File: config.mk
export PLATFORM = sky130hd
export DESIGN_NAME = approx_mul_seq
export DESIGN_NICKNAME = d
export VERILOG_FILES = /design/src/rtl/approx_mul_seq.sv
export SDC_FILE = /design/constraint.sdc
export NUM_CORES = 1
export LEC_CHECK = 0
export CORE_UTILIZATION = 45
export DETAILED_ROUTE_END_ITERATION = 6
export PLACE_DENSITY = 0.68
export RECOVER_POWER = 25
export SKIP_CTS_REPAIR_TIMING = 1
export SLEW_MARGIN = 5
export SYNTH_ARGS = -nofsm -noshare
export SYNTH_HDL_FRONTEND = slang
export SYNTH_SLANG_ARGS = --single-unit
File: constraint.sdc
create_clock -name clk -period 6.3 [get_ports clk]
set_clock_uncertainty 0.05 [all_clocks]
set_input_delay 0.63 -clock clk [delete_from_list [all_inputs] [get_ports clk]]
set_output_delay 0.63 -clock clk [all_outputs]
set_load 0.01 [all_outputs]
File: src/rtl/approx_mul_seq.sv
// Sequential approximate unsigned multiplier: one partial-product row pair per cycle,
// with per-column approximation of the row-pair overlap, accumulated into a 2W-bit product.
module approx_mul_seq #(
  parameter int unsigned W = 8
) (
  input  logic               clk,
  input  logic               rst_n,
  input  logic               in_valid,
  output logic               in_ready,
  input  logic [W-1:0]       x,
  input  logic [W-1:0]       y,
  input  logic [2*(W-1)-1:0] cfg,
  output logic               out_valid,
  input  logic               out_ready,
  output logic [2*W-1:0]     p,
  output logic               busy
);

  localparam int unsigned KW = (W / 2 > 1) ? $clog2(W / 2) : 1;
  localparam logic [KW-1:0] LastK = KW'(W / 2 - 1);

  typedef enum logic [1:0] {StIdle, StCompute, StDone} state_e;

  state_e              state_q;
  logic [KW-1:0]       k_q;
  logic [W-1:0]        x_q, y_q;
  logic [2*(W-1)-1:0]  cfg_q;
  logic [2*W-1:0]      acc_q;
  logic                out_valid_q, busy_q;

  logic [W-1:0]   xs, a, b;
  logic [W:0]     sum, carry;
  logic [W+1:0]   pair;
  logic [2*W-1:0] pair_ext, acc_d;

  // Column reduction of the current row pair; b sits one bit above a.
  always_comb begin
    xs    = x_q >> (2 * k_q);
    a     = y_q & {W{xs[0]}};
    b     = y_q & {W{xs[1]}};
    sum   = '0;
    carry = '0;
    sum[0] = a[0];
    sum[W] = b[W-1];
    for (int j = 1; j < W; j++) begin
      unique case (cfg_q[2*(j-1) +: 2])
        2'b00: begin
          sum[j]   = a[j] ^ b[j-1];
          carry[j] = a[j] & b[j-1];
        end
        2'b01:   sum[j] = a[j] | b[j-1];
        2'b10:   sum[j] = 1'b0;
        default: sum[j] = a[j];
      endcase
    end
    pair     = {1'b0, sum} + {carry, 1'b0};
    pair_ext = {{(W-2){1'b0}}, pair};
    acc_d    = acc_q + (pair_ext << (2 * k_q));
  end

  always_ff @(posedge clk or negedge rst_n) begin
    if (!rst_n) begin
      state_q     <= StIdle;
      k_q         <= '0;
      x_q         <= '0;
      y_q         <= '0;
      cfg_q       <= '0;
      acc_q       <= '0;
      out_valid_q <= 1'b0;
      busy_q      <= 1'b0;
    end else begin
      unique case (state_q)
        StIdle: begin
          if (in_valid) begin
            x_q     <= x;
            y_q     <= y;
            cfg_q   <= cfg;
            acc_q   <= '0;
            k_q     <= '0;
            busy_q  <= 1'b1;
            state_q <= StCompute;
          end
        end
        StCompute: begin
          acc_q <= acc_d;
          if (k_q == LastK) begin
            k_q         <= '0;
            busy_q      <= 1'b0;
            out_valid_q <= 1'b1;
            state_q     <= StDone;
          end else begin
            k_q <= k_q + 1'b1;
          end
        end
        default: begin
          if (out_ready) begin
            out_valid_q <= 1'b0;
            state_q     <= StIdle;
          end
        end
      endcase
    end
  end

  assign in_ready  = (state_q == StIdle);
  assign out_valid = out_valid_q;
  assign busy      = busy_q;
  assign p         = acc_q;

endmodule
==> results of run 1 <==
[cells by family after synthesis]
family	count (synthesis)	synth area share
multiplexers	40	0.1248
adder cells (fa/ha/maj)	39	0.1356
AO/OA/AOI/OAI	99	0.1862
XOR/XNOR	18	0.04251
buffers and inverters	43	0.04487
AND/OR/NAND/NOR	93	0.1150
flip-flops	52	0.3509
[worst max-delay path, cell delays in order (launching register included)]
cell and delay (ps):
dfrtp_1 430, mux4_2 660, nand2_1 180, inv_1 60, ha_1 290, mux2i_1 130
o22ai_1 90, ha_1 220, fa_1 420, a21o_1 180, a21oi_1 230, o21bai_1 90
a21oi_1 180, xor2_1 270, o21ai_1 120, o21a_1 190, ha_1 350, a21o_1 180
a21oi_1 260, nor2b_1 100, o41a_1 390, xnor2_1 150, a31oi_1 170, o31ai_1 90
[power breakdown]
group          switching, mW  total [mW]  internal (mW)  leakage, nW
logic                   1.02        1.88          0.863         1.38
clock network          0.116       0.233          0.118       0.0541
registers              0.157       0.661          0.504        0.627
total                   1.29        2.78           1.48         2.06
[layout by cell type (no fill, tap or decap), drive strengths merged, types with 4 or more instances in the layout]
cell type,netlist,routed
clkbuf,13,6
nor3,5,5
nor3b,7,7
o21ai,24,24
nand2,55,55
xor2,7,7
mux2i,8,8
a21oi,16,16
buf,4,4
o22ai,21,21
inv,25,25
a21o,9,9
mux2,30,30
xnor2,11,11
o21bai,6,6
ha,37,37
and2,5,5
nand3,5,5
dfrtp,52,52
a211oi,6,6
nor2,6,6
clkdlybuf4s50,0,51
[routing by layer]
metal / up-vias / part of all wire / track usage
met5: - / 0 / 0
met1: 1406 / 0.47 / 0.2558
met4: 0 / 0.016 / 0.06282
li1: 1456 / - / -
met2: 74 / 0.46 / 0.3278
met3: 12 / 0.049 / 0.03612
[per-stage QoR]
step | setup WS [ps] | area (sq um) | power, mW | hold WS, ps
5_1_grt | 326.2 | 4425 | 3.056 | 477.3
3_5_place_dp | 727.1 | 4318 | 2.533 | 442.5
3_3_place_gp | 973.1 | 4318 | 2.479 | 436.3
4_1_cts | 690.3 | 4429 | 2.791 | 403.3
6_report | 673.1 | 4425 | 2.778 | 463.0
2_1_floorplan | 1203 | 3709 | 2.082 | 284.4
[area by class of cell]
cell class | instances | area share
well taps | 102 | 0.02884
clock inverters | 3 | 0.009613
inverters | 26 | 0.02205
repair buffers | 56 | 0.1224
clock buffers | 5 | 0.01555
flip-flops and latches | 52 | 0.2940
multi-input cells | 289 | 0.5075
[Yosys cell counts, types with 3 or more instances]
master | n | share of area
nand3_1 | 5 | 0.0067
a211oi_1 | 5 | 0.010
nor3b_1 | 7 | 0.014
xor2_1 | 7 | 0.017
o21bai_1 | 6 | 0.012
xnor2_1 | 11 | 0.026
a21o_1 | 8 | 0.016
o22ai_1 | 21 | 0.035
nor2b_1 | 3 | 0.0051
dfrtp_1 | 52 | 0.35
and2_1 | 5 | 0.0084
nor3_1 | 5 | 0.0067
nand2_1 | 55 | 0.056
mux2_1 | 4 | 0.012
mux2_2 | 26 | 0.079
nor2_1 | 6 | 0.0061
clkbuf_1 | 13 | 0.013
inv_1 | 25 | 0.025
nand2b_1 | 3 | 0.0051
mux2i_1 | 8 | 0.022
o21ai_1 | 4 | 0.0054
buf_2 | 4 | 0.0054
o21ai_0 | 17 | 0.023
a21oi_1 | 16 | 0.022
ha_1 | 37 | 0.12
[worst min path at each step]
stage	depth (start not counted)	slack (ps)	endpoint	start
floorplan	0	280	busy$_DFFE_PN0P_	rst_n
global placement	1	440	x_q[6]$_DFFE_PN0P_	x_q[6]$_DFFE_PN0P_
detailed placement	1	440	x_q[6]$_DFFE_PN0P_	x_q[6]$_DFFE_PN0P_
CTS	2	400	x_q[1]$_DFFE_PN0P_	rst_n
global route	1	480	x_q[5]$_DFFE_PN0P_	x_q[5]$_DFFE_PN0P_
finish	1	460	x_q[6]$_DFFE_PN0P_	x_q[6]$_DFFE_PN0P_
[state kept, by name, indices dropped and copies added (netlist names)]
| register | cells |
|---|---|
| cfg_q | 14 |
| p | 16 |
| x_q | 8 |
| y_q | 8 |
| state_q | 2 |
| k_q | 2 |
| out_valid | 1 |
| busy | 1 |
==> impl_metrics.csv, run 1 <==
group,metric,value,unit
status,status,"finished, violations left",
status,violations,"capacitance limit, slew limit",
flow_run,maxCapViolCount,1,
route,post_drt_wl_per_cell,14.82,um
grt,grt_usage,0.1963,
sta,fin_tns_setup,0,ps
synthesis,netlist_area,0.003709,sq mm
power,p_leak,2.063,nW
clock_tree,clkLatencyLatePin,320,ps
clock_tree,cts_tree,"yes",
place,dp.cells,525,
place,routabilityCongestion,0.8057,
synthesis,yosysSeqAreaShare,0.3509,
cells_and_area,seq_area,0.001301,sq mm
sta,period_needed,5627,ps
sta,tightest_slew,2779,ps
route,viasPerCell,5.531,
sta,fmax,0.1777,GHz
sta,timing.slew.headroom,-0.8528,
sta,min_period_over_period,0.8932,
worst_setup_path,crit_start,"k_q[0]$_DFFE_PN0P_",
worst_setup_path,regToRegSetupSlack,670,ps
power,vdd_ir_drop_max,0.4042,mV
worst_setup_path,ff2ff_path_depth,23,
cells_and_area,final_core_util,0.5639,
worst_setup_path,crit_end,"p[15]$_DFFE_PN0P_",
clock_tree,root_buffer,"clkbuf_8",
cells_and_area,nNetsFinal,503,
die,std_cell_rows,32,
worst_setup_path,crit_arrival,5740,ps
synthesis,yosysWarnings,0,
worst_setup_path,endpoint_kind,"flop",
hold_path,hold_class,"reg2reg",
sta,final_max_slew_viol_count,53,
clock_tree,ctsLongestPathBuffers,2,
synthesis,avgSynthCellArea,9.658,sq um
die,core_area,0.007848,sq mm
grt,antenna_found_initial,0,
clock_tree,cts_buffers,5,
route,drt.antenna.violating_nets,0,
clock_tree,clock-sinks,52,
power,power.density,627.8,mW/mm^2
die,dieArea,0.008608,sq mm
worst_setup_path,crit_path_max_fanout,10,
route,drtIter0Drc,98,
place,hpwl,5.767,mm
grt,gr-total-overflow,0,
place,portBuffers,52,
synthesis,synth_nets,457,
synthesis,netlist-cell-type-count,50,
synthesis,async_flop_share,1.000,
worst_setup_path,cp-start-kind,"flop",
route,dr.pass1.iters,4,
cells_and_area,num_antenna_cells,0,
grt,grt_first_pass_wirelength,13.59,mm
synthesis,ys_ff_latch,52,
grt,first_global_vias,2985,
die,start_util,0.4726,
clock_tree,htreeDepth,2,
cells_and_area,layout-drive-gt1-share,0.1183,
clock_tree,clk_pin_slew,90,ps
worst_setup_path,regToRegEndpoint,"p[15]$_DFFE_PN0P_",
synthesis,ys.flop_type,"dfrtp_1",
sta,hold_violations,0,
sta,rsz0062_at_grt,"no",
worst_setup_path,rr_startpoint,"k_q[0]$_DFFE_PN0P_",
route,totalWireLength,7.901,mm
worst_setup_path,criticalPathCategory,"reg2reg",
cells_and_area,nFillCells,702,
cells_and_area,multi_input_area,0.002246,sq mm
cells_and_area,area_delta_synth_final,19.33,%
grt,grt_max_degree,53,
synthesis,synth-edff-count,0,
sta,setup_violations,0,
route,vias,2948,
cells_and_area,fin_cells,533,
die,io_pins,53,
synthesis,syn_inst,384,
die,fp.dieH,92.78,um
die,die_w,92.78,um
worst_setup_path,required,6420,ps
route,drc,0,
No activity file was read; power rests on OpenSTA's default activity.
==> run 2, diff against run 1 <==
--- a/config.mk
+++ b/config.mk
@@ -5,6 +5,7 @@
 export SDC_FILE = /design/constraint.sdc
 export NUM_CORES = 1
 export LEC_CHECK = 0
+export CORE_ASPECT_RATIO = 0.6
 export CORE_UTILIZATION = 45
 export DETAILED_ROUTE_END_ITERATION = 6
 export PLACE_DENSITY = 0.68
==> constraint.sdc (replaced) <==
create_clock -name clk -period 5.7 [get_ports clk]
set_clock_uncertainty 0.05 [all_clocks]
set_input_delay 0.57 -clock clk [delete_from_list [all_inputs] [get_ports clk]]
set_output_delay 0.57 -clock clk [all_outputs]
set_load 0.01 [all_outputs]
==> run 2 against run 1 <==
Effect of this change: the run still ends with capacitance limit, slew limit left; first-iteration DRC count rose by 65%; combinational power up 15%; largest cell class unchanged; largest power group unchanged; hold slack barely moved; via count grew 2.1%.
==> impl_metrics.csv, run 2 (same netlist as run 1, synthesis figures left out) <==
group,metric,value,unit
cells_and_area,nNetsFinal,508,
cells_and_area,area_delta_synth_final,22.13,%
route,viasPerCell,5.535,
die,dieArea,0.008621,sq mm
worst_setup_path,crit_arrival,5430,ps
sta,setup_violations,0,
power,power.combinational.fraction,0.672,
power,p_sw_frac,0.4644,
worst_setup_path,required,5800,ps
worst_setup_path,criticalPathCategory,"reg2reg",
die,start_util,0.4686,
grt,grt_usage,0.2118,
cells_and_area,largest_register_ffs,16,
clock_tree,cts_buffers,5,
worst_setup_path,critical_path.cell_chain,"mux4_2 > nand2_1 > inv_1 > ha_1 > mux2i_1 > o22ai_1 > ha_1 > fa_1 > a21o_1 > a21oi_2 > o21bai_1 > a21oi_1 > xor2_1 > o21ai_1 > o21a_1 > ha_2 > a21o_1 > a21oi_2 > nor2b_1 > o41a_1 > xnor2_1 > a31oi_1 > o31ai_1",
clock_tree,clk_pin_slew,80,ps
clock_tree,htreeDepth,2,
power,p_leak,2.102,nW
power,vdd_ir_drop_max,0.2655,mV
sta,rsz0062_at_grt,"no",
sta,fmax,0.1878,GHz
power,power_frac_seq,0.229,
route,post_drt_wl_per_cell,15.74,um
cells_and_area,num_antenna_cells,0,
sta,min_period_over_period,0.9340,
worst_setup_path,critPathMaxStageDelay,580,ps
clock_tree,clock-sinks,52,
place,portBuffers,52,
power,p_int,1.724,mW
die,fp.dieH,72.32,um
route,drt.antenna.violating_nets,0,
clock_tree,root_buffer,"clkbuf_16",
clock_tree,cts_tree,"yes",
route,drtIter0Drc,162,
route,drc,0,
route,dr.pass1.iters,5,
flow_run,maxCapViolCount,1,
power,clkPwrFrac,0.099,
grt,first_global_vias,2904,
clock_tree,ctsLongestPathBuffers,2,
grt,grt_first_pass_wirelength,14.22,mm
cells_and_area,final_cell_mix,"nand2_1 (55), dfrtp_1 (52), clkdlybuf4s50_1 (51)",
cells_and_area,final_core_util,0.5723,
status,violations,"capacitance limit, slew limit",
worst_setup_path,crit_path_max_fanout,6,
die,std_cell_rows,25,
place,hpwl,6.408,mm
die,core_area,0.007914,sq mm
worst_setup_path,endpoint_kind,"flop",
die,die_w,119.2,um
grt,gr-total-overflow,0,
die,io_pins,53,
status,status,"finished, violations left",
clock_tree,clkLatencyLatePin,300,ps
power,power.density,710.7,mW/mm^2
worst_setup_path,slowest_stage,"mux4_2",
grt,grt_max_degree,53,
power,power.switching,1.495,mW
hold_path,hold_class,"reg2reg",
sta,hold_violations,0,
sta,period_needed,5324,ps
sta,fin_tns_setup,0,ps
sta,timing.slew.headroom,-0.8802,
cells_and_area,layout-drive-gt1-share,0.1399,
place,routabilityCongestion,0.8221,
sta,final_max_slew_viol_count,53,
route,vias,3011,
cells_and_area,final_common_cell,"nand2_1",
route,totalWireLength,8.560,mm
grt,antenna_found_initial,0,
sta,tightest_slew,2820,ps
worst_setup_path,cp-start-kind,"flop",
run 2: cell types whose count changed in the layout (fill, tap and decap cells not counted):
| cell | before | now |
|---|---|---|
| clkinv_4 | 0 | 1 |
| inv_8 | 0 | 1 |
| clkbuf_16 | 0 | 5 |
| a211oi_2 | 1 | 2 |
| a21oi_2 | 0 | 2 |
| a21oi_1 | 16 | 14 |
| clkinv_2 | 1 | 0 |
| buf_4 | 3 | 8 |
| ha_2 | 0 | 2 |
| ha_1 | 37 | 35 |
| a211oi_1 | 5 | 4 |
| bufinv_16 | 1 | 0 |
| clkbuf_8 | 5 | 0 |
run 2: cell type report:
class | instances | area, sq um
Fill cell | 695 | 3385
Multi-Input combinational cell | 289 | 2263
Sequential cell | 52 | 1301
Timing Repair Buffer | 61 | 579.3
Tap cell | 108 | 135.1
Clock buffer | 5 | 125.1
Inverter | 26 | 97.59
Clock inverter | 3 | 27.53
run 2: power groups by stage:
stage               registers, mW  clock network, mW  logic (mW)
floorplan                   0.703                  0        1.60
global placement            0.737                  0        2.02
detailed placement          0.740                  0        2.09
CTS                         0.739              0.327        2.11
global route                0.771              0.343        2.40
finish                      0.738              0.319        2.16
run 2: per-stage QoR:
step	total power, mW	setup WS (ps)	hold WS [ps]	instances	area, sq um
6_report	3.219	376.0	463.3	544	4529
5_1_grt	3.512	12.06	481.3	544	4529
4_1_cts	3.175	114.1	369.0	540	4486
3_5_place_dp	2.833	151.0	446.8	532	4333
3_3_place_gp	2.755	396.8	438.3	532	4333
2_1_floorplan	2.301	602.6	224.4	384	3709
run 2: routing by layer:
| layer | part of all wire | global-route usage | vias up | wire length (um) |
|---|---|---|---|---|
| li1 | - | - | 1477 | - |
| met1 | 0.53 | 0.3164 | 1446 | 4497 |
| met2 | 0.42 | 0.3049 | 79 | 3575 |
| met3 | 0.046 | 0.04403 | 9 | 392 |
| met4 | 0.011 | 0.06610 | 0 | 96 |
| met5 | 0 | 0 | - | 0 |
run 2: worst max-delay path, delay by kind of cell, from the launching register on:
kind	cells	cell delay (ps)
buf+inv	1	60
simple gates	2	230
xor+xnor	2	410
fa+ha+maj	4	1260
mux	2	740
flops	1	420
compound gates	12	2010
run 2: path summary, 6_finish.rpt:
path                                     from                    end  slack, ps  cells past startpoint
setup / recovery           k_q[0]$_DFFE_PN0P_      p[15]$_DFFE_PN0P_        380                     23
max in group asynchronous               rst_n  cfg_q[11]$_DFFE_PN0P_       2790                      2
min in group asynchronous               rst_n  out_valid$_DFFE_PN0P_       1220                      2
hold / removal             x_q[4]$_DFFE_PN0P_     x_q[4]$_DFFE_PN0P_        460                      1
hold reg to reg            x_q[4]$_DFFE_PN0P_     x_q[4]$_DFFE_PN0P_        460                      1
setup reg to reg           k_q[0]$_DFFE_PN0P_      p[15]$_DFFE_PN0P_        380                     23
==> run 3, diff against run 2 <==
--- a/config.mk
+++ b/config.mk
@@ -6,6 +6,7 @@
 export NUM_CORES = 1
 export LEC_CHECK = 0
 export CORE_ASPECT_RATIO = 0.6
+export CORE_MARGIN = 5
 export CORE_UTILIZATION = 45
 export DETAILED_ROUTE_END_ITERATION = 6
 export PLACE_DENSITY = 0.68
==> run 3 against run 2 <==
Effect of this change: the run still ends with capacitance limit, slew limit left; first-iteration DRC count is 8.0% higher; highest routed layer unchanged; count of clock-buffer cells in the layout stayed put; die area is 19% higher; cell area is 0.72% higher; non-clock buffer count decreased by 2; sequential share of layout area is 0.20 points lower.
==> impl_metrics.csv, run 3 (same netlist as run 1, synthesis figures left out) <==
group,metric,value,unit
status,status,"finished, violations left",
status,violations,"capacitance limit, slew limit",
sta,final_max_slew_viol_count,53,
cells_and_area,final_common_cell,"nand2_1",
sta,holdWs,460.8,ps
place,portBuffers,52,
die,dieArea,0.01022,sq mm
route,vias,2934,
route,dr.pass1.iters,4,
worst_setup_path,criticalPathCategory,"reg2reg",
worst_setup_path,cp-start-kind,"flop",
cells_and_area,final_cell_mix,"nand2_1 (54), dfrtp_1 (52), clkdlybuf4s50_1 (51)",
clock_tree,clkLatencyLatePin,300,ps
clock_tree,clock-sinks,52,
die,io_pins,53,
route,post_drt_wl_per_cell,15.69,um
flow_run,maxCapViolCount,1,
place,placed_cell_area,0.004325,sq mm
clock_tree,clk_pin_slew,70,ps
route,drc,0,
grt,grt_max_degree,53,
grt,first_global_vias,2799,
route,totalWireLength,8.506,mm
die,core_area,0.007945,sq mm
worst_setup_path,crit_path_max_fanout,7,
cells_and_area,final_cell_area,0.004562,sq mm
place,routabilityCongestion,0.8784,
die,fp.dieH,80.32,um
cells_and_area,nNetsFinal,506,
die,std_cell_rows,25,
clock_tree,cts_tree,"yes",
die,start_util,0.4668,
worst_setup_path,required,5790,ps
route,viasPerCell,5.413,
power,power.density,720.4,mW/mm^2
sta,setup_violations,0,
route,drtIter0Drc,175,
grt,gr-total-overflow,0,
clock_tree,ctsLongestPathBuffers,2,
route,drt.antenna.violating_nets,0,
grt,grt_usage,0.1738,
power,vdd_ir_drop_max,0.2960,mV
cells_and_area,area_delta_synth_final,23.01,%
place,hpwl,6.268,mm
clock_tree,htreeDepth,2,
clock_tree,cts_buffers,5,
sta,hold_violations,0,
worst_setup_path,crit_arrival,5440,ps
worst_setup_path,endpoint_kind,"flop",
cells_and_area,layout-drive-gt1-share,0.1359,
grt,grt_first_pass_wirelength,14.23,mm
sta,timing.slew.headroom,-0.8728,
sta,fmax,0.1871,GHz
cells_and_area,num_antenna_cells,0,
grt,antenna_found_initial,0,
sta,min_period_over_period,0.9375,
hold_path,hold_class,"reg2reg",
die,die_w,127.2,um
power,p_leak,2.115,nW
clock_tree,root_buffer,"clkbuf_16",
sta,tightest_slew,2809,ps
cells_and_area,largest_register_ffs,16,
sta,period_needed,5344,ps
run 3: cell types whose count changed in the layout (fill, tap and decap cells not counted), sizes merged:
| cell | change |
|---|---|
| clkinv | -1 |
| buf | -2 |
| bufinv | +1 |
run 3: area by class of cell:
cell class,instances,area (sq um)
clock buffer,5,125.1
clock inverter,3,46.29
fill,725,3383
inverter,26,97.59
multi-input combinational,289,2267
sequential,52,1301
tap,108,135.1
timing repair buffer,59,589.3
run 3: layer usage:
layer  GRT usage  routed length (um)  up-vias
li1            -                   -     1474
met1      0.2700                4604     1377
met2      0.2389                3315       76
met3     0.04585                 524        7
met4     0.03212                  61        0
met5           0                   0        -
run 3: report_power, final:
| group | internal (mW) | leakage [nW] | switching, mW | total (mW) |
|---|---|---|---|---|
| logic | 1.02 | 1.41 | 1.17 | 2.19 |
| registers | 0.557 | 0.627 | 0.180 | 0.737 |
| clock network | 0.209 | 0.0804 | 0.146 | 0.355 |
run 3: worst max-delay path, stage by stage (launching register included):
cell and delay (ps):
dfrtp_1 410, mux4_2 600, buf_12 170, nand2_1 110
inv_1 60, ha_1 290, mux2i_1 170, o22ai_2 130
fa_1 440, a21o_1 180, a21oi_2 170, o21bai_1 80
a21oi_1 190, xor2_1 240, o21ai_0 110, and2_1 180
ha_1 390, a21o_1 200, a211o_1 310, o41a_1 330
xnor2_1 140, a31oi_1 160, o31ai_1 90
run 3: final timing paths:
kind,startpoint,to,slack (ps),depth (start not counted)
max,k_q[0]$_DFFE_PN0P_,p[15]$_DFFE_PN0P_,360,22
min,x_q[7]$_DFFE_PN0P_,x_q[7]$_DFFE_PN0P_,460,1
max reg2reg,k_q[0]$_DFFE_PN0P_,p[15]$_DFFE_PN0P_,360,22
min reg2reg,x_q[7]$_DFFE_PN0P_,x_q[7]$_DFFE_PN0P_,460,1
max in group asynchronous,rst_n,cfg_q[10]$_DFFE_PN0P_,2790,2
min in group asynchronous,rst_n,p[2]$_DFFE_PN0P_,1200,2
run 3: through the flow:
stage,setup slack [ps],setup TNS [ps],std cells,total power [mW],util
finish,356.1,0,542,3.286,0.5742
global route,-46.59,-46.59,542,3.593,0.5742
CTS,173.7,0,539,3.193,0.5660
detailed placement,197.1,0,531,2.816,0.5444
global placement,423.0,0,531,2.751,0.5444
floorplan,602.6,0,384,2.301,-
